==> src/rtl/fetch_pkg.sv <==
// Shared definitions for the instruction fetch controller: FSM state encoding
// and the sequential PC step.
package fetch_pkg;

  typedef enum logic [1:0] {
    IDLE  = 2'd0,
    REQ   = 2'd1,
    HOLD  = 2'd2,
    FAULT = 2'd3
  } fetch_state_e;

  localparam int unsigned PC_INC = 4;

endpackage

==> src/rtl/fetch_timeout_cntr.sv <==
// Wait counter for outstanding fetches; expired flags the last permitted
// ack-less cycle so the controller can fault on that edge.
module fetch_timeout_cntr #(
  parameter int unsigned TIMEOUT = 15
) (
  input  logic clk,
  input  logic n_reset,
  input  logic clear,
  input  logic enable,
  output logic expired
);

  localparam int unsigned CW = (TIMEOUT < 2) ? 1 : $clog2(TIMEOUT);

  logic [CW-1:0] count_q;
  logic [CW-1:0] count_d;

  // The count never needs to pass TIMEOUT-1: the controller leaves REQ when expired fires.
  always_comb begin
    count_d = count_q;
    expired = enable && (count_q == CW'(TIMEOUT - 1));
    if (clear) begin
      count_d = '0;
    end else if (enable && !expired) begin
      count_d = count_q + CW'(1);
    end
  end

  always_ff @(posedge clk) begin
    if (!n_reset) begin
      count_q <= '0;
    end else begin
      count_q <= count_d;
    end
  end

endmodule

==> src/rtl/fetch_controller.sv <==
// Single-outstanding instruction fetch controller with redirect handling,
// a bounded wait for memory and a sticky fault state.
module fetch_controller
  import fetch_pkg::*;
#(
  parameter int unsigned                ADDRESS_WIDTH = 32,
  parameter int unsigned                INSTR_WIDTH   = 32,
  parameter logic [ADDRESS_WIDTH-1:0]   RESET_PC      = '0,
  parameter int unsigned                TIMEOUT       = 15
) (
  input  logic                     clk,
  input  logic                     n_reset,
  output logic                     mem_req,
  output logic [ADDRESS_WIDTH-1:0] mem_addr,
  input  logic                     mem_ack,
  input  logic [INSTR_WIDTH-1:0]   mem_rdata,
  output logic                     instr_valid,
  output logic [INSTR_WIDTH-1:0]   instr,
  output logic [ADDRESS_WIDTH-1:0] instr_pc,
  input  logic                     instr_ready,
  input  logic                     redirect,
  input  logic [ADDRESS_WIDTH-1:0] redirect_pc,
  output logic                     fetch_fault
);

  fetch_state_e             state_q, state_d;
  logic [ADDRESS_WIDTH-1:0] pc_q, pc_d;
  logic [INSTR_WIDTH-1:0]   instr_q, instr_d;
  logic [ADDRESS_WIDTH-1:0] instr_pc_q, instr_pc_d;
  logic                     redirect_aligned;
  logic                     tmo_clear;
  logic                     tmo_enable;
  logic                     tmo_expired;

  assign redirect_aligned = (redirect_pc[1:0] == 2'b00);

  // Redirect outranks both a same-cycle ack and a same-cycle handshake.
  always_comb begin
    state_d    = state_q;
    pc_d       = pc_q;
    instr_d    = instr_q;
    instr_pc_d = instr_pc_q;
    case (state_q)
      IDLE: begin
        state_d = REQ;
        pc_d    = RESET_PC;
      end
      REQ: begin
        if (redirect) begin
          if (redirect_aligned) begin
            pc_d    = redirect_pc;
            state_d = REQ;
          end else begin
            state_d = FAULT;
          end
        end else if (mem_ack) begin
          instr_d    = mem_rdata;
          instr_pc_d = pc_q;
          state_d    = HOLD;
        end else if (tmo_expired) begin
          state_d = FAULT;
        end
      end
      HOLD: begin
        if (redirect) begin
          if (redirect_aligned) begin
            pc_d    = redirect_pc;
            state_d = REQ;
          end else begin
            state_d = FAULT;
          end
        end else if (instr_ready) begin
          pc_d    = pc_q + ADDRESS_WIDTH'(PC_INC);
          state_d = REQ;
        end
      end
      FAULT: begin
        state_d = FAULT;
      end
      default: begin
        state_d = IDLE;
      end
    endcase
  end

  // Counter sits at zero outside REQ and restarts on a redirected refetch.
  assign tmo_clear  = (state_q != REQ) || redirect;
  assign tmo_enable = (state_q == REQ) && !mem_ack;

  fetch_timeout_cntr #(
    .TIMEOUT (TIMEOUT)
  ) u_timeout (
    .clk     (clk),
    .n_reset (n_reset),
    .clear   (tmo_clear),
    .enable  (tmo_enable),
    .expired (tmo_expired)
  );

  always_ff @(posedge clk) begin
    if (!n_reset) begin
      state_q    <= IDLE;
      pc_q       <= RESET_PC;
      instr_q    <= '0;
      instr_pc_q <= '0;
    end else begin
      state_q    <= state_d;
      pc_q       <= pc_d;
      instr_q    <= instr_d;
      instr_pc_q <= instr_pc_d;
    end
  end

  assign mem_req     = (state_q == REQ);
  assign mem_addr    = pc_q;
  assign instr_valid = (state_q == HOLD);
  assign instr       = instr_q;
  assign instr_pc    = instr_pc_q;
  assign fetch_fault = (state_q == FAULT);

endmodule

==> config.mk <==
export PLATFORM = sky130hd
export DESIGN_NAME = fetch_controller
export DESIGN_NICKNAME = d
export VERILOG_FILES = /design/src/rtl/fetch_pkg.sv /design/src/rtl/fetch_timeout_cntr.sv /design/src/rtl/fetch_controller.sv
export SDC_FILE = /design/constraint.sdc
export NUM_CORES = 1
export LEC_CHECK = 0
export CORE_AREA = 2 2 94 132
export CTS_CLUSTER_SIZE = 25
export DETAILED_ROUTE_END_ITERATION = 12
export DIE_AREA = 0 0 96 134
export MAX_ROUTING_LAYER = met4
export PLACE_DENSITY = 0.76
export SLEW_MARGIN = 20
export SYNTH_ARGS = -nofsm -noshare
export SYNTH_HDL_FRONTEND = slang
export SYNTH_SLANG_ARGS = --single-unit
==> constraint.sdc <==
create_clock -name clk -period 2.2 [get_ports clk]
set_clock_uncertainty 0.15 [all_clocks]
set_input_delay 0.22 -clock clk [delete_from_list [all_inputs] [get_ports clk]]
set_output_delay 0.22 -clock clk [all_outputs]
set_load 0.03 [all_outputs]
Yosys cells after proc, flatten, opt, wreduce, memory -nomap -nowiden
Cells that the tools add are included.
Storage, ports and cells
  output and inout port bits: 99
  logic and storage cells: 42
  bits in registers: 102
  input bits: 69
Cells by class
  eq/ne operators: 8
  mux-type cells: 12
  bitwise logic cells: 2
  reduce and logical (&&, ||, !) cells: 13
  add/subtract/negate cells: 2
Operators with widths (count)
  32-bit two-way mux: 4
  32-bit one-hot mux with 3 select lines: 1
  32-bit by 3-bit adder with 32-bit output, second input constant: 1
  2-bit two-way mux: 6
  2-bit one-hot mux with 4 select lines: 1
  3-bit AND reduction: 2
  4-bit by 1-bit adder with 4-bit output, second input constant: 1
  2-bit equality test, second input constant: 2
  4-bit equality test, second input constant: 1
  2-bit logical NOT: 2
  2-bit by 1-bit != test with 1-bit output, second input constant: 2
  4-bit by 1-bit != test with 1-bit output, second input constant: 1
  1-bit logical AND: 3
  3-bit by 1-bit != test with 1-bit output, second input constant: 1
  3-bit nonzero test: 1
  2-bit by 1-bit equality test with 1-bit output, second input constant: 1
  1-bit logical NOT: 2
  1-bit inverter: 2
  2-bit AND reduction: 1
  2-bit OR reduction: 1
  1-bit logical OR: 1

Depth between registers and ports, before layout
  word-level depth: 7
  gate-level depth with buffers: 9
  gate-level depth less buffers: 7

Modules after synthesis
From an unflattened synthesis, not the netlist that was laid out.
Unflattened totals
  cell total of the unflattened synthesis: 618
  area, all modules: 4888.4 um^2
By module, submodules not included
  fetch_controller: instances 1, cells an instance 594, area an instance 4674.5 um^2
  fetch_timeout_cntr: instances 1, cells an instance 24, area an instance 214.0 um^2

Least setup slack after synthesis
OpenSTA, ideal clock, no wires.
  path type: register to register
  start: register state_q[0]
  end: register pc_q[10] (netlist: mem_addr[10])
  stages on the path, launching flop included: 10
  slack: -0.073 ns
  required time: 1.976 ns
  arrival: 2.049 ns
  setup time: 0.074 ns
  cell sequence: dfxtp_1 inv_1 ha_1 nand4b_4 or4b_1 buf_2 buf_6 nor2_1 o21ai_0 o21ai_0
On the way
  word-level cells in the longest chain between the ends: 3
  elaborated cells between the ends (all ways): 8
RTL lines
  start, declared: line fetch_controller.sv:26  | fetch_state_e state_q, state_d;
  start signal, assigned: line fetch_controller.sv:107  | state_q <= state_d;
  2-bit equality test (*)
  named net instr_valid: line fetch_controller.sv:17  | output logic instr_valid,
  3-bit by 1-bit != test with 1-bit output (no line) or 3-bit nonzero test (tied branches)
  3-bit AND reduction (no line)
  end signal, assigned: line fetch_controller.sv:108  | pc_q <= pc_d;
  end, declared: line fetch_controller.sv:27  | logic [ADDRESS_WIDTH-1:0] pc_q, pc_d;
Mark *: on every way through the listed nets, which the timed path passes. The rest lies on a longest branch.
A chain may end at the register's enable or synchronous reset.

Worst setup path after layout
  start: register state_q[0]
  end: register pc_q[27] (netlist: mem_addr[27])
On the way
  word-level cells in the longest chain between the ends: 3
  elaborated cells between the ends (all ways): 8
RTL lines
  2-bit equality test, or another cell as far along: line fetch_controller.sv:43  | case (state_q)
  3-bit by 1-bit != test with 1-bit output (no line), or another cell as far along
  3-bit AND reduction (no line)
Parallel ways exist; a longest one is shown, timed or not.

==> impl_metrics.ini <==
[outcome]
run_status = finished clean

[sta]
worst_slew_margin_rel_pct = 69.4
whs_ps = 267
min_period_ps = 2140
hold_viol_final = 0
fin_crit_sh_pct = 97.3
setup_violations = 0
fmax_ghz = 0.467
tightest_slew_ps = 455
rsz0062_at_grt = true
drv_slew = 0

[clocking]
ctsHoldBuffers = 0
cts-htree-levels = 3
cts.sinks = 102
root_buffer = clkbuf_16
clockBufferDepth = 2
path_clk_slew_ps = 70
clk_latency_ps = 350
cts_buffers = 9
cts_tree = done

[synth]
syn_avg_cell_area_um2 = 7.77
synth_ff_type = dfxtp_1
synthCells = 600
ys_seq_elements = 102
synth_nets = 676
synth_cell_type_count = 50
async_flop_share_pct = 0
netlist_area_um2 = 4660
ys_seq_area_share_pct = 43.8
synth-edff-count = 0
yosys_warnings = 0

[power_and_ir_drop]
p_int_mw = 3.21
clkPwrFrac_pct = 34.8
p_total_mw = 4.49
p_leak_nw = 2.50
max-vdd-ir-drop_mv = 0.417
power.density_nw_per_um2 = 630
p_sw_share_pct = 28.4
p_sw_mw = 1.28
pwr-share-seq_pct = 42.9
p_comb_share_pct = 22.2

[placement]
port_buffers = 167
dp_cells = 920
placed_cell_area_um2 = 6780
place.gp.congestion = 0.913
dp_hpwl_mm = 11.2

[finish]
layout_common_cells = clkdlybuf4s50_1 (165), nand2_1 (158), dfxtp_1 (101)
nets = 863
mostFrequentLayoutCell = clkdlybuf4s50_1
layout-drive-gt1-share_pct = 10.8
finalNonFillerCells = 937
syn_to_final_growth_pct = 52.7
num_antenna_cells = 0
finish.instance_area_um2 = 7120

[critical_path]
end_kind = flop
timing.rr.end = mem_addr[27]$_SDFFE_PN0P_
cp_max_fo = 5
crit_path_end = mem_addr[27]$_SDFFE_PN0P_
worst_path_dominant_cell_family = buffers and inverters
crit_cells = 9
worst-r2r-setup-slack_ps = 60
r2r_cells = 9
critPathRequiredTime_ps = 2320
crit_buf_inv = 3
cp-start-kind = flop
worstPathCellList = inv_2, ha_4, and2b_1, o211ai_2, buf_4, nor3_4, buf_2, a22oi_1, o22ai_1
crit_start = state_q[0]$_SDFFE_PN0P_
path_class = reg2reg
timing.rr.start = state_q[0]$_SDFFE_PN0P_
cp.arrival_ps = 2260
slowest_delay_ps = 380
crit_slowest_cell = dfxtp_1

[global_routing]
grt_pass1_vias = 4941
grt_overflow_total = 0
grt_max_degree = 35
grt_usage_pct = 24.8
grt_pass1_wl_mm = 24.4
antenna_found_initial = 0

[floorplanning]
num_rows = 47
die_height_um = 134
core_area_um2 = 11700
die-width_um = 96
start_util_pct = 39.9
dieArea_um2 = 12900
io_pins = 168

[detailed_routing]
drt-total-wl_mm = 15.2
drt-pass1-iter-count = 5
ant_nets = 0
route.detailed.drc = 0
drtIter0Drc = 374
drt-wirelength-per-cell_um = 16.3
viasPerCell = 5.44
via_count = 5101

[run]
cap_violations = 0

[hold_path]
hp-class = in2reg
repair_timing:
| action | 4_1_cts | 5_1_grt |
|---|---|---|
| setup buffers | 0 | 2 |
| gates resized for setup | 6 | 5 |
| gates cloned | 0 | 1 |
| pin swaps | 0 | 3 |
| endpoints found under the hold margin | 0 | 0 |
| setup endpoints to repair | 15 | 26 |
stage by stage:
stage	utilization, %	TNS (ps)	setup WS (ps)
after global routing	60.9	-88.0	-37.4
after floorplan	-	0	28.0
after global placement	57.9	0	17.1
after CTS	60.5	-38.9	-30.3
final	60.9	0	58.7
after detailed placement	57.9	-752	-122
worst min-delay path: cells and delay by family:
family,cells,cell delay [ps]
buffers and inverters,1,390
AND/OR/NAND/NOR,1,50
AO/OA/AOI/OAI,1,50
power groups by stage:
stage	sequential, mW	clock [mW]	combinational, mW
finish	1.93	1.56	0.997
global route	1.93	1.68	1.06
CTS	1.92	1.61	0.957
detailed placement	1.97	0	0.943
global placement	1.96	0	0.921
floorplan	2.04	0	0.420
synth_stat cells, types with 2 or more instances:
cell	count	share of area (%)
nand2_1	159	13
dfxtp_1	102	44
a21oi_1	88	9.4
nor2_1	31	2.5
clkbuf_1	27	2.2
o21ai_0	23	2.5
nor3_1	14	1.5
a22oi_1	12	1.9
nand3_1	12	1.3
nand4_1	11	1.5
o22ai_1	11	1.5
xor2_1	11	2.1
buf_2	10	1.1
inv_1	10	0.80
ha_1	7	1.9
a221oi_1	6	1.1
and3_1	5	0.67
a31oi_1	4	0.54
mux2i_1	4	0.86
nand2b_1	4	0.54
a21o_1	3	0.48
a21oi_2	3	0.56
a222oi_1	3	0.64
a32oi_1	3	0.56
and4_1	3	0.56
nor2b_1	3	0.40
nor3b_1	3	0.48
a211o_1	2	0.38
a41oi_1	2	0.38
buf_4	2	0.32
clkbuf_2	2	0.21
or2_2	2	0.27
registers in the layout (all words and copies together), names as in the netlist:
signal	flops
instr	32
instr_pc	32
mem_addr	32
state_q	2
u_timeout.count_q	4
cell families after synthesis:
group                      Yosys count  share of synthesized area (%)
adders and majority gates            7                           1.88
and+or+nand+nor                    254                           24.4
muxes                                4                          0.858
buffers and inverters               52                           4.83
DFF                                102                           43.8
AOI/OAI and AO/OA                  169                           22.0
xor gates and xnor gates            12                           2.25
cell type report:
type | count | area, um^2
fill | 1036 | 4580
multi-input combinational | 446 | 2450
timing repair buffer | 218 | 2120
sequential | 102 | 2040
clock buffer | 9 | 225
tap | 147 | 184
clock inverter | 5 | 62.6
inverter | 10 | 37.5
per-layer routing:
metal,vias to the layer above,part of all wire (%),global-route usage (%)
li1,2465,-,-
met1,2386,40,28.5
met2,213,52,41.6
met3,37,5.2,3.60
met4,0,3.5,12.0
met5,-,0,-
worst min-delay path by stage:
| stage | from | to | slack [ps] | depth (start not counted) |
|---|---|---|---|---|
| 2_1_floorplan | mem_rdata[0] | instr[0]$_SDFFE_PN0P_ | 210 | 2 |
| 3_3_place_gp | mem_addr[0]$_SDFFE_PN0P_ | mem_addr[0]$_SDFFE_PN0P_ | 280 | 2 |
| 3_5_place_dp | mem_addr[0]$_SDFFE_PN0P_ | mem_addr[0]$_SDFFE_PN0P_ | 290 | 2 |
| 4_1_cts | mem_rdata[19] | instr[19]$_SDFFE_PN0P_ | 260 | 3 |
| 5_1_grt | mem_rdata[7] | instr[7]$_SDFFE_PN0P_ | 270 | 3 |
| 6_report | mem_rdata[1] | instr[1]$_SDFFE_PN0P_ | 270 | 3 |
Note: power is estimated with default switching activity, not from simulation.
